File: src/rtl/exec_wb_stage_if.sv
// Bundle between the execute/write-back stage and its neighbours.
// Those neighbours are the upstream issue logic and the 16x8 register file.
interface exec_wb_stage_if #(
    parameter int DATA_W = 8,
    parameter int ADDR_W = 4
);
    logic              in_valid;
    logic              in_ready;
    logic [3:0]        in_op;
    logic [ADDR_W-1:0] in_rs;
    logic [ADDR_W-1:0] in_rt;
    logic [ADDR_W-1:0] in_rd;
    logic [DATA_W-1:0] in_imm;
    logic [ADDR_W-1:0] rf_read_addr_1;
    logic [ADDR_W-1:0] rf_read_addr_2;
    logic [DATA_W-1:0] rf_read_data_1;
    logic [DATA_W-1:0] rf_read_data_2;
    logic              rf_write_en;
    logic [ADDR_W-1:0] rf_write_dest;
    logic [DATA_W-1:0] rf_write_data;
    logic              zero_flag;
    logic              carry_flag;
    logic              illegal_op;

    // Environment side: issues instructions and supplies register file read data
    modport master (
        output in_valid, in_op, in_rs, in_rt, in_rd, in_imm,
        output rf_read_data_1, rf_read_data_2,
        input  in_ready, rf_read_addr_1, rf_read_addr_2,
        input  rf_write_en, rf_write_dest, rf_write_data,
        input  zero_flag, carry_flag, illegal_op
    );

    modport slave (
        input  in_valid, in_op, in_rs, in_rt, in_rd, in_imm,
        input  rf_read_data_1, rf_read_data_2,
        output in_ready, rf_read_addr_1, rf_read_addr_2,
        output rf_write_en, rf_write_dest, rf_write_data,
        output zero_flag, carry_flag, illegal_op
    );
endinterface

File: src/rtl/exec_wb_stage.sv
// Execute/write-back stage: single-cycle ALU ops, iterative shift-add multiply,
// registered register-file write port with forwarding of its own pending write.
module exec_wb_stage #(
    parameter int DATA_W = 8,
    parameter int ADDR_W = 4
) (
    input logic           clk,
    input logic           rst,
    exec_wb_stage_if.slave bus
);
    localparam int CNT_W = $clog2(DATA_W + 1);

    localparam logic [3:0] OP_NOP  = 4'd0;
    localparam logic [3:0] OP_ADD  = 4'd1;
    localparam logic [3:0] OP_SUB  = 4'd2;
    localparam logic [3:0] OP_AND  = 4'd3;
    localparam logic [3:0] OP_OR   = 4'd4;
    localparam logic [3:0] OP_XOR  = 4'd5;
    localparam logic [3:0] OP_SLTU = 4'd6;
    localparam logic [3:0] OP_ADDI = 4'd7;
    localparam logic [3:0] OP_LI   = 4'd8;
    localparam logic [3:0] OP_MUL  = 4'd9;

    typedef enum logic {IDLE, MUL} state_t;

    state_t state;
    state_t next_state;

    logic              in_ready;
    logic              accept;
    logic [DATA_W-1:0] op_a;
    logic [DATA_W-1:0] op_b;
    logic [DATA_W:0]   sum_ab;
    logic [DATA_W:0]   diff_ab;
    logic [DATA_W:0]   sum_imm;
    logic [DATA_W-1:0] alu_res;
    logic              alu_carry;
    logic              alu_writes;
    logic              alu_illegal;

    logic              wr_en_q;
    logic [ADDR_W-1:0] wr_dest_q;
    logic [DATA_W-1:0] wr_data_q;
    logic              zero_q;
    logic              carry_q;
    logic              illegal_q;

    logic [DATA_W-1:0] mul_a;
    logic [DATA_W-1:0] mul_b;
    logic [DATA_W-1:0] mul_acc;
    logic [DATA_W-1:0] mul_acc_next;
    logic [ADDR_W-1:0] mul_rd;
    logic [CNT_W-1:0]  mul_count;

    assign bus.rf_read_addr_1 = bus.in_rs;
    assign bus.rf_read_addr_2 = bus.in_rt;
    assign bus.in_ready       = in_ready;
    assign bus.rf_write_en    = wr_en_q;
    assign bus.rf_write_dest  = wr_dest_q;
    assign bus.rf_write_data  = wr_data_q;
    assign bus.zero_flag      = zero_q;
    assign bus.carry_flag     = carry_q;
    assign bus.illegal_op     = illegal_q;

    assign accept = bus.in_valid && in_ready;

    // Register 0 reads as zero; the write still sitting on the port beats the stale file copy
    always_comb begin
        op_a = '0;
        op_b = '0;
        if (bus.in_rs != '0) begin
            op_a = (wr_en_q && wr_dest_q == bus.in_rs) ? wr_data_q : bus.rf_read_data_1;
        end
        if (bus.in_rt != '0) begin
            op_b = (wr_en_q && wr_dest_q == bus.in_rt) ? wr_data_q : bus.rf_read_data_2;
        end
    end

    always_comb begin
        sum_ab      = {1'b0, op_a} + {1'b0, op_b};
        diff_ab     = {1'b0, op_a} - {1'b0, op_b};
        sum_imm     = {1'b0, op_a} + {1'b0, bus.in_imm};
        alu_res     = '0;
        alu_carry   = 1'b0;
        alu_writes  = 1'b1;
        alu_illegal = 1'b0;
        case (bus.in_op)
            OP_NOP:  alu_writes = 1'b0;
            OP_ADD:  begin alu_res = sum_ab[DATA_W-1:0];  alu_carry = sum_ab[DATA_W];  end
            OP_SUB:  begin alu_res = diff_ab[DATA_W-1:0]; alu_carry = diff_ab[DATA_W]; end
            OP_AND:  alu_res = op_a & op_b;
            OP_OR:   alu_res = op_a | op_b;
            OP_XOR:  alu_res = op_a ^ op_b;
            OP_SLTU: alu_res = {{(DATA_W-1){1'b0}}, diff_ab[DATA_W]};
            OP_ADDI: begin alu_res = sum_imm[DATA_W-1:0]; alu_carry = sum_imm[DATA_W]; end
            OP_LI:   alu_res = bus.in_imm;
            OP_MUL:  alu_writes = 1'b0;
            default: begin alu_writes = 1'b0; alu_illegal = 1'b1; end
        endcase
    end

    assign mul_acc_next = mul_acc + (mul_b[0] ? mul_a : '0);

    always_ff @(posedge clk or negedge rst) begin
        if (!rst) begin
            state <= IDLE;
        end else begin
            state <= next_state;
        end
    end

    always_comb begin
        next_state = state;
        case (state)
            IDLE:    if (accept && bus.in_op == OP_MUL) next_state = MUL;
            MUL:     if (mul_count == CNT_W'(1)) next_state = IDLE;
            default: next_state = IDLE;
        endcase
    end

    always_comb begin
        in_ready = (state == IDLE);
    end

    // Write port and flags; the last multiply step lands its product straight into the write registers
    always_ff @(posedge clk or negedge rst) begin
        if (!rst) begin
            wr_en_q   <= 1'b0;
            wr_dest_q <= '0;
            wr_data_q <= '0;
            zero_q    <= 1'b0;
            carry_q   <= 1'b0;
            illegal_q <= 1'b0;
            mul_a     <= '0;
            mul_b     <= '0;
            mul_acc   <= '0;
            mul_rd    <= '0;
            mul_count <= '0;
        end else begin
            wr_en_q   <= 1'b0;
            illegal_q <= 1'b0;
            if (state == IDLE) begin
                if (accept) begin
                    illegal_q <= alu_illegal;
                    if (bus.in_op == OP_MUL) begin
                        mul_a     <= op_a;
                        mul_b     <= op_b;
                        mul_acc   <= '0;
                        mul_rd    <= bus.in_rd;
                        mul_count <= CNT_W'(DATA_W);
                    end else if (alu_writes && bus.in_rd != '0) begin
                        wr_en_q   <= 1'b1;
                        wr_dest_q <= bus.in_rd;
                        wr_data_q <= alu_res;
                        zero_q    <= (alu_res == '0);
                        carry_q   <= alu_carry;
                    end
                end
            end else begin
                mul_acc   <= mul_acc_next;
                mul_a     <= mul_a << 1;
                mul_b     <= mul_b >> 1;
                mul_count <= mul_count - CNT_W'(1);
                if (mul_count == CNT_W'(1) && mul_rd != '0) begin
                    wr_en_q   <= 1'b1;
                    wr_dest_q <= mul_rd;
                    wr_data_q <= mul_acc_next;
                    zero_q    <= (mul_acc_next == '0);
                    carry_q   <= 1'b0;
                end
            end
        end
    end
endmodule

File: src/flat_wrapper.sv
// flat-port wrapper written by rule: the top's interface ports become plain ports
module exec_wb_stage_flat 
#(
    parameter int DATA_W = 8,
    parameter int ADDR_W = 4
)
  (clk, rst, bus_in_valid, bus_in_op, bus_in_rs, bus_in_rt, bus_in_rd, bus_in_imm, bus_rf_read_data_1, bus_rf_read_data_2, bus_in_ready, bus_rf_read_addr_1, bus_rf_read_addr_2, bus_rf_write_en, bus_rf_write_dest, bus_rf_write_data, bus_zero_flag, bus_carry_flag, bus_illegal_op);
  exec_wb_stage_if #(.DATA_W(DATA_W), .ADDR_W(ADDR_W)) bus_i ();
  input logic clk;
  input logic rst;
  input wire logic [$bits(bus_i.in_valid)-1:0] bus_in_valid;
  input wire logic [$bits(bus_i.in_op)-1:0] bus_in_op;
  input wire logic [$bits(bus_i.in_rs)-1:0] bus_in_rs;
  input wire logic [$bits(bus_i.in_rt)-1:0] bus_in_rt;
  input wire logic [$bits(bus_i.in_rd)-1:0] bus_in_rd;
  input wire logic [$bits(bus_i.in_imm)-1:0] bus_in_imm;
  input wire logic [$bits(bus_i.rf_read_data_1)-1:0] bus_rf_read_data_1;
  input wire logic [$bits(bus_i.rf_read_data_2)-1:0] bus_rf_read_data_2;
  output wire logic [$bits(bus_i.in_ready)-1:0] bus_in_ready;
  output wire logic [$bits(bus_i.rf_read_addr_1)-1:0] bus_rf_read_addr_1;
  output wire logic [$bits(bus_i.rf_read_addr_2)-1:0] bus_rf_read_addr_2;
  output wire logic [$bits(bus_i.rf_write_en)-1:0] bus_rf_write_en;
  output wire logic [$bits(bus_i.rf_write_dest)-1:0] bus_rf_write_dest;
  output wire logic [$bits(bus_i.rf_write_data)-1:0] bus_rf_write_data;
  output wire logic [$bits(bus_i.zero_flag)-1:0] bus_zero_flag;
  output wire logic [$bits(bus_i.carry_flag)-1:0] bus_carry_flag;
  output wire logic [$bits(bus_i.illegal_op)-1:0] bus_illegal_op;
  assign bus_i.in_valid = bus_in_valid;
  assign bus_i.in_op = bus_in_op;
  assign bus_i.in_rs = bus_in_rs;
  assign bus_i.in_rt = bus_in_rt;
  assign bus_i.in_rd = bus_in_rd;
  assign bus_i.in_imm = bus_in_imm;
  assign bus_i.rf_read_data_1 = bus_rf_read_data_1;
  assign bus_i.rf_read_data_2 = bus_rf_read_data_2;
  assign bus_in_ready = bus_i.in_ready;
  assign bus_rf_read_addr_1 = bus_i.rf_read_addr_1;
  assign bus_rf_read_addr_2 = bus_i.rf_read_addr_2;
  assign bus_rf_write_en = bus_i.rf_write_en;
  assign bus_rf_write_dest = bus_i.rf_write_dest;
  assign bus_rf_write_data = bus_i.rf_write_data;
  assign bus_zero_flag = bus_i.zero_flag;
  assign bus_carry_flag = bus_i.carry_flag;
  assign bus_illegal_op = bus_i.illegal_op;
  exec_wb_stage #(.DATA_W(DATA_W), .ADDR_W(ADDR_W)) u_core (.clk(clk), .rst(rst), .bus(bus_i));
endmodule
File: config.mk
export PLATFORM = sky130hd
export DESIGN_NAME = exec_wb_stage_flat
export DESIGN_NICKNAME = d
export VERILOG_FILES = /design/src/rtl/exec_wb_stage_if.sv /design/src/rtl/exec_wb_stage.sv /design/src/flat_wrapper.sv
export SDC_FILE = /design/constraint.sdc
export NUM_CORES = 1
export LEC_CHECK = 0
export ABC_AREA = 1
export BUFFER_PORTS_ARGS = -buffer_cell sky130_fd_sc_hd__buf_2
export CAP_MARGIN = 20
export CORE_MARGIN = 1
export CORE_UTILIZATION = 30
export CTS_CLUSTER_DIAMETER = 80
export DETAILED_ROUTE_END_ITERATION = 6
export PLACE_DENSITY = 0.52
export SLEW_MARGIN = 15
export SYNTH_ARGS = -nofsm -noshare
export SYNTH_HDL_FRONTEND = slang
export SYNTH_SLANG_ARGS = --single-unit
File: constraint.sdc
create_clock -name clk -period 8.9 [get_ports clk]
set_input_delay 0.445 -clock clk [delete_from_list [all_inputs] [get_ports clk]]
set_output_delay 0.445 -clock clk [all_outputs]
set_load 0.01 [all_outputs]
==> results_dict.tcl, run 1 <==
set metrics [dict create \
    outcome "finished with violations" \
    violations "design-rule violations" \
    drive_gt1_share_pct 16.1 \
    pin_count 68 \
    report.final.hold_viol_count 0 \
    dr_wl_met2_um 5960 \
    finalWirelength_um 13900 \
    syn_to_final_growth_pct 13.8 \
    syn_avg_cell_area_um2 6.74 \
    synth_area_leaders "dfrtp_1, nand2_1, ha_1" \
    clockRootBuffer "clkbuf_16" \
    ys_async_sr_fraction_pct 100 \
    dp_hpwl_um 11200 \
    syn_nets 762 \
    cts.sinks 49 \
    final_util_pct 35.4 \
    maxSlewViolCount 0 \
    min_period_ps 3660 \
    post-place-cells 911 \
    wire_per_inst_um 15.1 \
    synth-seq-cells 49 \
    arrival_ps 3890 \
    clockBufferDepth 2 \
    cp-startpoint "u_core.bus.rf_write_dest[2]$_DFFE_PN0P_" \
    layout_setup_ws_ps 5240 \
    pre_cts_ws_ps 5100 \
    fp.dieH_um 125 \
    finClkSkew_ps 5.60 \
    rr_worst_depth 20 \
    worst-path-max-fanout 10 \
    antenna_found_initial 0 \
    fin_area_mm2 0.00520 \
    fmax_mhz 273 \
    pwr-share-clk_pct 17.2 \
    p_leak_uw 0.00290 \
    drt_iter0_markers 379 \
    drt-met1-wl_um 7030 \
    cts_setup_buffers 0 \
    setup_tns_ps 0 \
    hp-class "input port to async pin" \
    rsz0062_at_grt "false" \
    antenna_cells 0 \
    yosys-top-cells-count "nand2_1, inv_1, nor2_1, dfrtp_1, ha_1" \
    grt_pass1_vias 4451 \
    worstReg2RegStart "u_core.bus.rf_write_dest[2]$_DFFE_PN0P_" \
    place.gp.congestion 0.879 \
    nets 819 \
    synth.distinct_cells 47 \
    dieArea_mm2 0.0157 \
    vias 4486 \
    wl_met3_um 647 \
    top_layer_used "met4" \
    cts_max_level 2 \
    syn_area_mm2 0.00457 \
    yosysTopAreaCell "dfrtp_1" \
    path_clk_slew_ps 70 \
    peakVddDrop_mv 0.0826 \
    finalNonFillerCells 919 \
    cap_viol_max_count 0 \
    synth_edf_count 0 \
    setup_viol 0 \
    p_switching_uw 536 \
    switching_share_pct 46.0 \
    synth.most_common_cell "nand2_1" \
    seqPwrFrac_pct 34.4 \
    port_buffers 67 \
    ff2ff_setup_slack_ps 5240 \
    crit_path_end "u_core.bus.zero_flag$_DFFE_PN0P_" \
    power_density_mw_per_mm2 225 \
    ys.flop_type "dfrtp_1" \
    grt_pass1_wl_um 23100 \
    criticalPathCategory "register to register" \
    drc 12 \
    cts_tree "built" \
    placementRows 44 \
    relSlewSlack_pct 50.0 \
    cts_buffers 5 \
    grt_max_degree 50 \
    r2r_end "u_core.bus.zero_flag$_DFFE_PN0P_" \
    place_area_mm2 0.00504 \
    comb_power_share_pct 48.4 \
    ys_seq_area_share_pct 26.9 \
    grt_remaining_overflow 0 \
    p_int_uw 631 \
    holdBufCountCts 0 \
    antenna_left 0 \
    worstMarginPinSlew_ps 750 \
    first_pass_iters 7 \
    core_mm2 0.0147 \
    crit_path_start_kind "register" \
    ys_warn_count 0 \
    synth_top_area_share_pct 26.9 \
    clock_latency_ps 300 \
    critPathCaptureType "register" \
    grt_usage_pct 18.5 \
    start_util_pct 31.1 \
    viasPerCell 4.88 \
    cts_resized 0 \
    cp_data_required_time_ps 9130 \
    die_w_um 125 \
    syn_inst 677 \
    period_share_pct 41.2 \
]
## state kept, by name (all words and copies together) (netlist names), 4 cells and up
name                      flops
u_core.bus.rf_write_data      8
u_core.bus.rf_write_dest      4
u_core.mul_a                  8
u_core.mul_acc                8
u_core.mul_b                  8
u_core.mul_count              4
u_core.mul_rd                 4
## power groups by stage
| stage | clock network, uW | registers [uW] | logic [uW] |
|---|---|---|---|
| final | 200 | 402 | 565 |
| after global routing | 213 | 417 | 644 |
| after CTS | 204 | 403 | 566 |
| after detailed placement | 0 | 406 | 564 |
| after global placement | 0 | 408 | 564 |
| after floorplan | 0 | 381 | 401 |
## per-layer routing
metal	global-route usage, %	up-vias
met1	26.5	2062
met5	0	-
met2	29.5	106
li1	-	2301
met4	4.88	0
met3	2.01	17
## logic make-up (layout without fill, tap and decap cells)
| family | after synthesis | count (layout) | synth area share, % |
|---|---|---|---|
| AOI/OAI and AO/OA | 114 | 114 | 15.6 |
| adders and majority gates | 42 | 42 | 12.0 |
| buffers and inverters | 143 | 201 | 12.6 |
| xor gates and xnor gates | 9 | 9 | 1.73 |
| DFF | 49 | 49 | 26.9 |
| and+or+nand+nor | 320 | 320 | 31.2 |
## critical path: stages (launching register included)
cell,delay [ps]
dfrtp_1,380
inv_1,90
nand2_1,60
nand2_1,70
nor2_2,200
nand3_4,190
inv_1,160
o21ai_0,90
nor2_1,380
ha_1,290
fa_1,420
a32o_1,230
nor3_1,140
o21ai_0,140
nor2_1,170
nand3_1,130
nor2_2,110
nand2_2,60
nor2_2,80
nand3_2,70
a21oi_2,110
## cell type report
type	count	area [um2]
clock inverters	2	13.8
clock buffers	6	139
well taps	184	230
multi-input cells	485	2760
inverters	122	458
fillers	1624	9500
repair buffers	71	365
flip-flops and latches	49	1230
## how the worst min path moves through the flow
stage / to / depth (start not counted)
final: u_core.bus.rf_write_dest[2]$_DFFE_PN0P_ / 2
after global routing: u_core.bus.rf_write_dest[2]$_DFFE_PN0P_ / 2
after CTS: u_core.bus.rf_write_dest[2]$_DFFE_PN0P_ / 2
after detailed placement: u_core.bus.carry_flag$_DFFE_PN0P_ / 2
after global placement: u_core.bus.carry_flag$_DFFE_PN0P_ / 2
after floorplan: u_core.bus.carry_flag$_DFFE_PN0P_ / 0
## placed cells by master (no fill, tap or decap), drive strengths merged, types with 5 or more instances in the layout
master  Yosys  final
a21oi      22     22
a221oi      8      8
a31oi       5      5
buf        10     71
clkbuf     11      6
dfrtp      49     49
ha         39     39
inv       121    121
nand2     183    183
nand3      37     37
nand4      10     10
nor2       75     75
o211ai     10     10
o21ai      39     39
o221ai      8      8
o22ai      10     10
xor2        5      5
## metrics by stage
stage	hold WS [ps]	power [uW]
2_1_floorplan	149	782
3_3_place_gp	470	971
3_5_place_dp	464	970
4_1_cts	296	1170
5_1_grt	326	1270
6_report	256	1170
Power figures use the tool's default switching activity.
==> inputs of run 2 (changes only) <==
==> constraint.sdc (replaced) <==
create_clock -name clk -period 3.4 [get_ports clk]
set_input_delay 0.17 -clock clk [delete_from_list [all_inputs] [get_ports clk]]
set_output_delay 0.17 -clock clk [all_outputs]
set_load 0.01 [all_outputs]
==> results_dict.tcl, run 2 (synthesis results as in run 1) <==
set metrics [dict create \
    cts_max_level 2 \
    multi_input_area_mm2 0.00284 \
    wire_per_inst_um 15.4 \
    first_pass_iters 7 \
    viasPerCell 4.91 \
    post-place-cells 934 \
    fp.dieH_um 125 \
    setup_viol 0 \
    pin_count 68 \
    placementRows 44 \
    antenna_left 0 \
    cts_buffers 5 \
    criticalPathCategory "register to register" \
    report.final.hold_viol_count 0 \
    finalWirelength_um 14500 \
    relSlewSlack_pct 51.7 \
    syn_to_final_growth_pct 19.4 \
    worstReg2RegStart "u_core.bus.rf_write_dest[1]$_DFFE_PN0P_" \
    rr_worst_depth 20 \
    outcome "finished with violations" \
    finClkSkew_ps 8.72 \
    final_cell_mix "nand2_1, inv_1, buf_2" \
    die_w_um 125 \
    drt_iter0_markers 339 \
    hp-class "input port to register" \
    min-delay-start "bus_in_op[3]" \
    clock_latency_ps 290 \
    ff_latch_area_mm2 0.00123 \
    peakVddDrop_mv 0.226 \
    drc 8 \
    use_met2_pct 31.0 \
    clockRootBuffer "clkbuf_16" \
    rsz0062_at_grt "true" \
    fillers 1601 \
    finalHoldWorstSlack_ps 144 \
    cts.sinks 49 \
    grt_pass1_vias 4442 \
    layout_setup_ws_ps 232 \
    use_met1_pct 27.5 \
    critPathCaptureType "register" \
    grt_remaining_overflow 0 \
    worst-path-max-fanout 5 \
    dp_hpwl_um 11800 \
    path_clk_slew_ps 70 \
    antenna_found_initial 0 \
    arrival_ps 3400 \
    top_usage_layer "met2" \
    ff2ff_setup_slack_ps 230 \
    antenna_cells 0 \
    nets 843 \
    r2r_end "u_core.bus.zero_flag$_DFFE_PN0P_" \
    final_common_cell "nand2_1" \
    worstMarginPinSlew_ps 724 \
    min_to "u_core.bus.illegal_op$_DFF_PN0_" \
    met3_usage_pct 1.63 \
    cap_viol_max_count 0 \
    cts_tree "built" \
    power_density_mw_per_mm2 576 \
    grt_usage_pct 19.0 \
    place.gp.congestion 0.928 \
    grt_max_degree 33 \
    vias 4625 \
    cts_setup_buffers 0 \
    pre_cts_ws_ps 92.9 \
    violations "design-rule violations" \
    grt_pass1_wl_um 23500 \
    period_share_pct 93.2 \
    cp_data_required_time_ps 3630 \
    crit_path_start_kind "register" \
    finalNonFillerCells 942 \
    clockBufferDepth 2 \
    min_period_ps 3170 \
    dieArea_mm2 0.0157 \
    p_leak_uw 0.00302 \
    port_buffers 67 \
    maxSlewViolCount 0 \
    fmax_mhz 316 \
    drive_gt1_share_pct 20.3 \
    power_uw 3140 \
    core_mm2 0.0147 \
    min_path_cells 3 \
    start_util_pct 31.1 \
]
==> run 2: changes by cell type in the layout (fill, tap and decap cells not counted), moves of 2 or more <==
cell	delta
o31ai_1	-2
buf_4	+23
nor2_4	+2
o21ai_2	+2
o31ai_2	+2
ha_1	-2
a221oi_2	+2
o21ai_1	+2
nor2_2	+3
o21ai_0	-4
ha_4	+2
a221oi_1	-2
nor2_1	-5
==> run 2: worst max path at each step <==
stage | startpoint | end | cells past startpoint
after floorplan | u_core.bus.rf_write_dest[3]$_DFFE_PN0P_ | u_core.bus.rf_write_data[6]$_DFFE_PN0P_ | 25
after global placement | u_core.bus.rf_write_dest[2]$_DFFE_PN0P_ | u_core.bus.zero_flag$_DFFE_PN0P_ | 20
after detailed placement | u_core.bus.rf_write_dest[2]$_DFFE_PN0P_ | u_core.bus.zero_flag$_DFFE_PN0P_ | 20
after CTS | u_core.bus.rf_write_dest[2]$_DFFE_PN0P_ | u_core.bus.rf_write_data[0]$_DFFE_PN0P_ | 19
after global routing | u_core.bus.rf_write_dest[2]$_DFFE_PN0P_ | u_core.bus.zero_flag$_DFFE_PN0P_ | 20
final | u_core.bus.rf_write_dest[1]$_DFFE_PN0P_ | u_core.bus.zero_flag$_DFFE_PN0P_ | 20
==> run 2: routing by layer <==
layer  share of wire, %  up-vias
li1                   -     2343
met3                3.5        8
met2                 45      106
met5                  0        -
met4               0.72        0
met1                 51     2168
==> run 2: area by class of cell <==
| cell class | count | share of cell area [%] |
|---|---|---|
| Multi-Input combinational cell | 485 | 52.2 |
| Sequential cell | 49 | 22.5 |
| Timing Repair Buffer | 95 | 10.1 |
| Inverter | 122 | 8.40 |
| Tap cell | 184 | 4.22 |
| Clock buffer | 6 | 2.55 |
| Clock inverter | 1 | 0.138 |
==> run 2: metrics by stage <==
step / TNS, ps / utilization (%) / area, um2
CTS: 0 / 36.6 / 5370
floorplan: 0 / - / 4570
global route: -40.0 / 37.1 / 5450
global placement: 0 / 35.5 / 5220
finish: 0 / 37.1 / 5450
detailed placement: 0 / 35.5 / 5220
==> run 2: critical path, stage by stage, from the launching register on <==
cell	delay (ps)
dfrtp_1	400
inv_1	60
nand2_1	50
nand2_1	50
nor2_2	200
nand3_4	130
inv_1	110
o21ai_2	60
nor2_2	140
ha_1	230
fa_2	450
a32o_1	230
nor3_1	130
o21ai_1	120
nor2_1	160
nand3_1	120
nor2_2	120
nand2_2	60
nor2_2	80
nand3_2	70
a21oi_2	110
==> run 2: timing repair <==
action | CTS | global route
hold buffers | 1 | 0
endpoints found under the setup margin | 0 | 8
resized for setup | 0 | 21
endpoints found under the hold margin | 31 | 0
==> run 2: power by group <==
part | switching (uW) | total (uW) | internal [uW]
clock network | 220 | 509 | 289
logic | 999 | 1600 | 604
registers | 208 | 1030 | 819
